[config.mk]
export PLATFORM = sky130hd
export DESIGN_NAME = layer_compositor
export DESIGN_NICKNAME = d
export VERILOG_FILES = /design/src/rtl/compositor_pkg.sv /design/src/rtl/layer_hit.sv /design/src/rtl/layer_compositor.sv
export SDC_FILE = /design/constraint.sdc
export NUM_CORES = 1
export LEC_CHECK = 0
export BUFFER_PORTS_ARGS = -buffer_cell sky130_fd_sc_hd__buf_2
export CAP_MARGIN = 5
export CELL_PAD_IN_SITES_DETAIL_PLACEMENT = 1
export CELL_PAD_IN_SITES_GLOBAL_PLACEMENT = 2
export CORE_MARGIN = 2
export CORE_UTILIZATION = 26
export CTS_CLUSTER_DIAMETER = 200
export DETAILED_ROUTE_END_ITERATION = 16
export GPL_ROUTABILITY_DRIVEN = 0
export PLACE_DENSITY = 0.72
export SETUP_SLACK_MARGIN = 0.4
export SLEW_MARGIN = 20
export SYNTH_ARGS = -nofsm -noshare
export SYNTH_HDL_FRONTEND = slang
export SYNTH_SLANG_ARGS = --single-unit
[constraint.sdc]
create_clock -name clk -period 5.7 [get_ports clk]
set_clock_uncertainty 0.2 [all_clocks]
set_input_delay 0.285 -clock clk [delete_from_list [all_inputs] [get_ports clk]]
set_output_delay 0.285 -clock clk [all_outputs]
set_load 0.02 [all_outputs]
[src/rtl/compositor_pkg.sv]
// Shared types, defaults and helpers for the layer compositor.
// Colours are packed {r,g,b}, one CW-bit field per channel.
package compositor_pkg;

  localparam int N_LAYERS_DEF = 4;
  localparam int XW_DEF       = 11;
  localparam int YW_DEF       = 10;
  localparam int CW_DEF       = 4;
  localparam int CW_MAX       = 8;
  localparam int RGB_MAX_W    = 3 * CW_MAX;
  localparam int N_MAX        = 8;

  typedef struct packed {
    logic [CW_DEF-1:0] r;
    logic [CW_DEF-1:0] g;
    logic [CW_DEF-1:0] b;
  } rgb_t;

  // Callers zero-extend narrower colours to the widest supported width.
  function automatic logic key_match(
    input logic [RGB_MAX_W-1:0] a,
    input logic [RGB_MAX_W-1:0] b
  );
    return a == b;
  endfunction

  function automatic logic multi_hot(
    input logic [N_MAX-1:0] v
  );
    return (v & (v - N_MAX'(1))) != '0;
  endfunction

endpackage

[src/rtl/layer_hit.sv]
// One layer's bounds and colour-key test, purely combinational.
// Sums are one bit wider than the coordinates so they cannot wrap.
import compositor_pkg::*;

module layer_hit #(
  parameter int XW = XW_DEF,
  parameter int YW = YW_DEF,
  parameter int CW = CW_DEF
) (
  input  logic            i_en,
  input  logic            i_valid,
  input  logic [XW-1:0]   i_x,
  input  logic [YW-1:0]   i_y,
  input  logic [XW-1:0]   i_px,
  input  logic [YW-1:0]   i_py,
  input  logic [XW-1:0]   i_w,
  input  logic [YW-1:0]   i_h,
  input  logic [3*CW-1:0] i_rgb,
  input  logic            i_key_en,
  input  logic [3*CW-1:0] i_key,
  output logic            o_opaque
);

  logic [XW:0] w_x_end;
  logic [YW:0] w_y_end;
  logic        w_in_x;
  logic        w_in_y;
  logic        w_hit;
  logic        w_keyed;

  assign w_x_end = {1'b0, i_px} + {1'b0, i_w};
  assign w_y_end = {1'b0, i_py} + {1'b0, i_h};

  assign w_in_x = (i_x >= i_px) && ({1'b0, i_x} < w_x_end);
  assign w_in_y = (i_y >= i_py) && ({1'b0, i_y} < w_y_end);

  assign w_hit = i_en & i_valid & w_in_x & w_in_y;

  assign w_keyed = i_key_en &
    key_match(RGB_MAX_W'(i_rgb), RGB_MAX_W'(i_key));

  assign o_opaque = w_hit & ~w_keyed;

endmodule

[src/rtl/layer_compositor.sv]
// Two-stage sprite compositor: hit test, then priority select.
// Geometry is shadowed at frame_start; collisions reported per frame.
import compositor_pkg::*;

module layer_compositor #(
  parameter int N_LAYERS = N_LAYERS_DEF,
  parameter int XW       = XW_DEF,
  parameter int YW       = YW_DEF,
  parameter int CW       = CW_DEF
) (
  input  logic                     clk,
  input  logic                     rst_n,
  input  logic                     pix_valid_i,
  input  logic [XW-1:0]            draw_x,
  input  logic [YW-1:0]            draw_y,
  input  logic                     hsync_i,
  input  logic                     vsync_i,
  input  logic                     frame_start,
  input  logic [N_LAYERS-1:0]      layer_en,
  input  logic [N_LAYERS*XW-1:0]   pos_x,
  input  logic [N_LAYERS*YW-1:0]   pos_y,
  input  logic [N_LAYERS*XW-1:0]   size_w,
  input  logic [N_LAYERS*YW-1:0]   size_h,
  input  logic [N_LAYERS*3*CW-1:0] layer_rgb,
  input  logic [N_LAYERS-1:0]      key_en,
  input  logic [3*CW-1:0]          key_color,
  input  logic [3*CW-1:0]          bg_color,
  output logic [CW-1:0]            o_pix_r,
  output logic [CW-1:0]            o_pix_g,
  output logic [CW-1:0]            o_pix_b,
  output logic                     pix_valid_o,
  output logic                     hsync_o,
  output logic                     vsync_o,
  output logic [N_LAYERS-1:0]      collision,
  output logic                     collision_valid
);

  localparam int RW = 3 * CW;

  logic [N_LAYERS-1:0]    r_sh_en;
  logic [N_LAYERS-1:0]    r_sh_key_en;
  logic [N_LAYERS*XW-1:0] r_sh_px;
  logic [N_LAYERS*YW-1:0] r_sh_py;
  logic [N_LAYERS*XW-1:0] r_sh_w;
  logic [N_LAYERS*YW-1:0] r_sh_h;

  logic [N_LAYERS-1:0] w_opq;

  logic [N_LAYERS-1:0]    r_s1_opq;
  logic [N_LAYERS*RW-1:0] r_s1_rgb;
  logic [RW-1:0]          r_s1_bg;
  logic                   r_s1_valid;
  logic                   r_s1_hs;
  logic                   r_s1_vs;
  logic                   r_s1_fs;

  logic [RW-1:0] w_sel;
  logic [RW-1:0] r_pix;
  logic          r_valid;
  logic          r_hs;
  logic          r_vs;

  logic [N_LAYERS-1:0] w_c0;
  logic [N_LAYERS-1:0] w_c1;
  logic [N_LAYERS-1:0] r_acc;
  logic [N_LAYERS-1:0] r_coll;
  logic                r_coll_v;

  always_ff @(posedge clk or negedge rst_n) begin
    if (!rst_n) begin
      r_sh_en     <= '0;
      r_sh_key_en <= '0;
      r_sh_px     <= '0;
      r_sh_py     <= '0;
      r_sh_w      <= '0;
      r_sh_h      <= '0;
    end else if (frame_start) begin
      r_sh_en     <= layer_en;
      r_sh_key_en <= key_en;
      r_sh_px     <= pos_x;
      r_sh_py     <= pos_y;
      r_sh_w      <= size_w;
      r_sh_h      <= size_h;
    end
  end

  for (genvar gi = 0; gi < N_LAYERS; gi++) begin : g_hit
    layer_hit #(
      .XW (XW),
      .YW (YW),
      .CW (CW)
    ) u_hit (
      .i_en     (r_sh_en[gi]),
      .i_valid  (pix_valid_i),
      .i_x      (draw_x),
      .i_y      (draw_y),
      .i_px     (r_sh_px[gi*XW +: XW]),
      .i_py     (r_sh_py[gi*YW +: YW]),
      .i_w      (r_sh_w[gi*XW +: XW]),
      .i_h      (r_sh_h[gi*YW +: YW]),
      .i_rgb    (layer_rgb[gi*RW +: RW]),
      .i_key_en (r_sh_key_en[gi]),
      .i_key    (key_color),
      .o_opaque (w_opq[gi])
    );
  end

  always_ff @(posedge clk or negedge rst_n) begin
    if (!rst_n) begin
      r_s1_opq   <= '0;
      r_s1_rgb   <= '0;
      r_s1_bg    <= '0;
      r_s1_valid <= 1'b0;
      r_s1_hs    <= 1'b0;
      r_s1_vs    <= 1'b0;
      r_s1_fs    <= 1'b0;
    end else begin
      r_s1_opq   <= w_opq;
      r_s1_rgb   <= layer_rgb;
      r_s1_bg    <= bg_color;
      r_s1_valid <= pix_valid_i;
      r_s1_hs    <= hsync_i;
      r_s1_vs    <= vsync_i;
      r_s1_fs    <= frame_start;
    end
  end

  // Descending scan so the lowest opaque layer wins.
  always_comb begin
    w_sel = r_s1_bg;
    for (int i = N_LAYERS - 1; i >= 0; i--) begin
      if (r_s1_opq[i]) w_sel = r_s1_rgb[i*RW +: RW];
    end
    if (!r_s1_valid) w_sel = '0;
  end

  always_ff @(posedge clk or negedge rst_n) begin
    if (!rst_n) begin
      r_pix   <= '0;
      r_valid <= 1'b0;
      r_hs    <= 1'b0;
      r_vs    <= 1'b0;
    end else begin
      r_pix   <= w_sel;
      r_valid <= r_s1_valid;
      r_hs    <= r_s1_hs;
      r_vs    <= r_s1_vs;
    end
  end

  // A pixel sharing a cycle with frame_start belongs to the closing
  // frame, so it is folded in directly and skipped one cycle later.
  assign w_c0 = multi_hot(N_MAX'(w_opq)) ? w_opq : '0;
  assign w_c1 = (!r_s1_fs && multi_hot(N_MAX'(r_s1_opq)))
              ? r_s1_opq : '0;

  always_ff @(posedge clk or negedge rst_n) begin
    if (!rst_n) begin
      r_acc    <= '0;
      r_coll   <= '0;
      r_coll_v <= 1'b0;
    end else begin
      r_coll_v <= frame_start;
      if (frame_start) begin
        r_coll <= r_acc | w_c1 | w_c0;
        r_acc  <= '0;
      end else begin
        r_acc  <= r_acc | w_c1;
      end
    end
  end

  assign o_pix_r         = r_pix[RW-1 -: CW];
  assign o_pix_g         = r_pix[2*CW-1 -: CW];
  assign o_pix_b         = r_pix[CW-1:0];
  assign pix_valid_o     = r_valid;
  assign hsync_o         = r_hs;
  assign vsync_o         = r_vs;
  assign collision       = r_coll;
  assign collision_valid = r_coll_v;

endmodule

==> metrics.cfg <==
[routing]
drt-wirelength-per-cell_um = 19.0
drtIter0Drc = 434
detail_route.wirelength_um = 58100
drc = 0
detail-route-antenna-nets = 0
first_pass_iters = 4
viasPerCell = 4.68
vias = 14300

[run_status]
status = finished, final reports clean

[critical_path]
crit_chain = ha_1, a21oi_1, o221ai_2, or4_1, o2111ai_1, or2b_1, a21oi_1, xor2_1, ha_1, a2111oi_0, o211ai_1, o211a_1, or3_1, a31o_1, a31oi_1
critPathCaptureType = flop
cp_top_family = compound AO/OA/AOI/OAI gates
path_buf_inv = 0
criticalPathCategory = flop to flop
arrival_ns = 4.69
crit_path_start_kind = flop
cp_max_fo = 4
slowest_delay_ns = 0.46
required_ns = 5.98
slowest_stage = or3_1

[synthesis]
avgSynthCellArea_um2 = 10.2
synth.distinct_cells = 66
synth-seq-cells = 267
seq_area_frac_synth_pct = 40.1
synthTopCellsByArea = dfrtp_1 40%, ha_1 18%, mux2_2 6.6%, o21ai_0 4.5%, a21oi_1 3.2%
yosys_warnings = 0
netlist_instances = 1636
netlist.area_leader.share_pct = 40.1
synth_nets = 2163
netlist_area_um2 = 16700
synth-edff-count = 0
synth-async-reset-ratio_pct = 100
yosys.area.top_type = dfrtp_1
synth_top_flop_cell = dfrtp_1

[sta]
min_period_over_period_pct = 77.4
setup_viol = 0
period_minus_slack_ns = 4.41
maxSlewViolCount = 0
max_slew_margin_pct = 28.8
setup-tns-final_ns = 0
tightestPinTransition_ns = 1.07
hold_ws_ns = 0.0987
hold_viol = 0
rsz0062_at_grt = no
clock.fmax_ghz = 0.227

[global_routing]
track_usage_pct = 17.5
antenna_found_initial = 2
grt_max_degree = 100
grt_first_pass_wirelength_um = 89700
overflow = 0
grt_pass1_vias = 15800

[power]
power_density_nw_per_um2 = 285
max-vdd-ir-drop_v = 0.000149
p_total_uw = 6490
leakage_uw = 0.0108

[job]
max_cap_viol_count = 0

[clock_network]
cts_setup_buffers = 0
numCtsBuffers = 38
cts_buffer_depth = 3
clkTransAtPathRegs_ns = 0.06
cts_sinks = 267
cts_resized = 0
cts_root_buf = clkbuf_16
htreeDepth = 2
clock_latency_ns = 0.57
cts_tree = built
postCtsHoldBufs = 241

[floorplan]
ios = 295
core_area_um2 = 63200
num_rows = 92
dieArea_um2 = 66100
start_util_pct = 26.4
die_w_um = 257
die-height_um = 257

[placed_design]
post_dp_cell_area_um2 = 19100
dp_hpwl_um = 42500
port_buffers = 294

[cells_and_area]
nets = 2703
final_util_pct = 36.1
layout-drive-gt1-share_pct = 21.7
antenna-diode-count = 0
final_cell_area_um2 = 22800
area_growth_pct = 36.9

[worst_hold_path]
min_path_type = input port to async pin

-- power breakdown --
group | internal, uW | switching, uW
sequential | 2050 | 102
clock | 1430 | 975
combinational | 898 | 1030
-- placed cells by master, fill, tap and decap left out, drive strengths merged, types with 10 or more instances in the layout --
| cell type | count |
|---|---|
| nor2 | 69 |
| a211oi | 11 |
| nor3 | 23 |
| o211ai | 15 |
| dlygate4sd3 | 241 |
| a31oi | 12 |
| o2111ai | 10 |
| buf | 302 |
| o21bai | 13 |
| nand4 | 10 |
| mux2i | 12 |
| a21o | 30 |
| clkinv | 15 |
| nand2b | 18 |
| clkbuf | 50 |
| a21oi | 107 |
| nand2 | 134 |
| nor4 | 13 |
| ha | 244 |
| o21ai | 151 |
| nor2b | 10 |
| and2 | 12 |
| nand3 | 25 |
| xor2 | 53 |
| inv | 121 |
| dfrtp | 267 |
| mux2 | 97 |
| xnor2 | 56 |
-- per-layer routing --
layer | up-vias | share of wire (%) | GRT usage [%]
met5 | - | 0.046 | 0
met4 | 4 | 3.5 | 6.57
met3 | 120 | 3.6 | 2.95
met2 | 271 | 48 | 30.2
met1 | 7002 | 45 | 21.8
li1 | 6894 | - | -
-- path summary, 6_finish.rpt --
path | start | end | slack [ns] | depth (start not counted)
max | r_sh_w[34] | collision[3] | 1.29 | 15
min | rst_n | r_sh_w[24] | 0.1 | 2
max reg2reg | r_sh_w[34] | collision[3] | 1.29 | 15
min reg2reg | r_s1_hs | hsync_o | 0.15 | 0
max in group asynchronous | rst_n | collision[2] | 3.97 | 3
min in group clk | r_s1_hs | hsync_o | 0.15 | 0
-- final cells by class --
cell class | count | area, um2
tap | 846 | 1060
fill | 7162 | 40400
clock inverter | 19 | 198
sequential | 267 | 6680
inverter | 121 | 454
timing repair buffer | 543 | 3980
multi-input combinational | 1205 | 9370
clock buffer | 50 | 1080
-- state kept, by name, summed over array words and instances, names as in the netlist, 4 cells and up --
name,flops
r_sh_key_en,4
r_s1_opq,4
r_sh_px,44
r_pix,12
r_sh_py,40
r_s1_rgb,48
r_s1_bg,12
r_sh_w,44
r_sh_h,40
collision,4
r_acc,4
r_sh_en,4
-- cell usage after synthesis (11+ instances only) --
master / instances
a211oi_1: 11
a21o_1: 28
a21oi_1: 107
a31oi_1: 12
and2_1: 12
clkbuf_1: 35
dfrtp_1: 267
ha_1: 244
inv_1: 121
mux2_2: 97
mux2i_1: 12
nand2_1: 134
nand2b_1: 18
nand3_1: 25
nor2_1: 69
nor3_1: 22
nor4_1: 13
o211ai_1: 15
o21ai_0: 150
o21bai_1: 13
xnor2_1: 56
xor2_1: 53
-- stage by stage --
stage	std cells	setup WS, ns
final	3051	1.29
after global routing	3051	0.829
after CTS	3051	1.22
after detailed placement	2741	1.24
after global placement	2741	1.40
after floorplan	1636	1.78
-- cells by family after synthesis --
group / after synthesis / share of synthesized area [%]
xor gates and xnor gates: 109 / 5.73
DFF: 267 / 40.1
muxes: 109 / 7.27
adders and majority gates: 252 / 19.3
and+or+nand+nor: 343 / 9.71
AOI/OAI and AO/OA: 392 / 14.2
buffers and inverters: 164 / 3.70
Power figures use the tool's default switching activity.
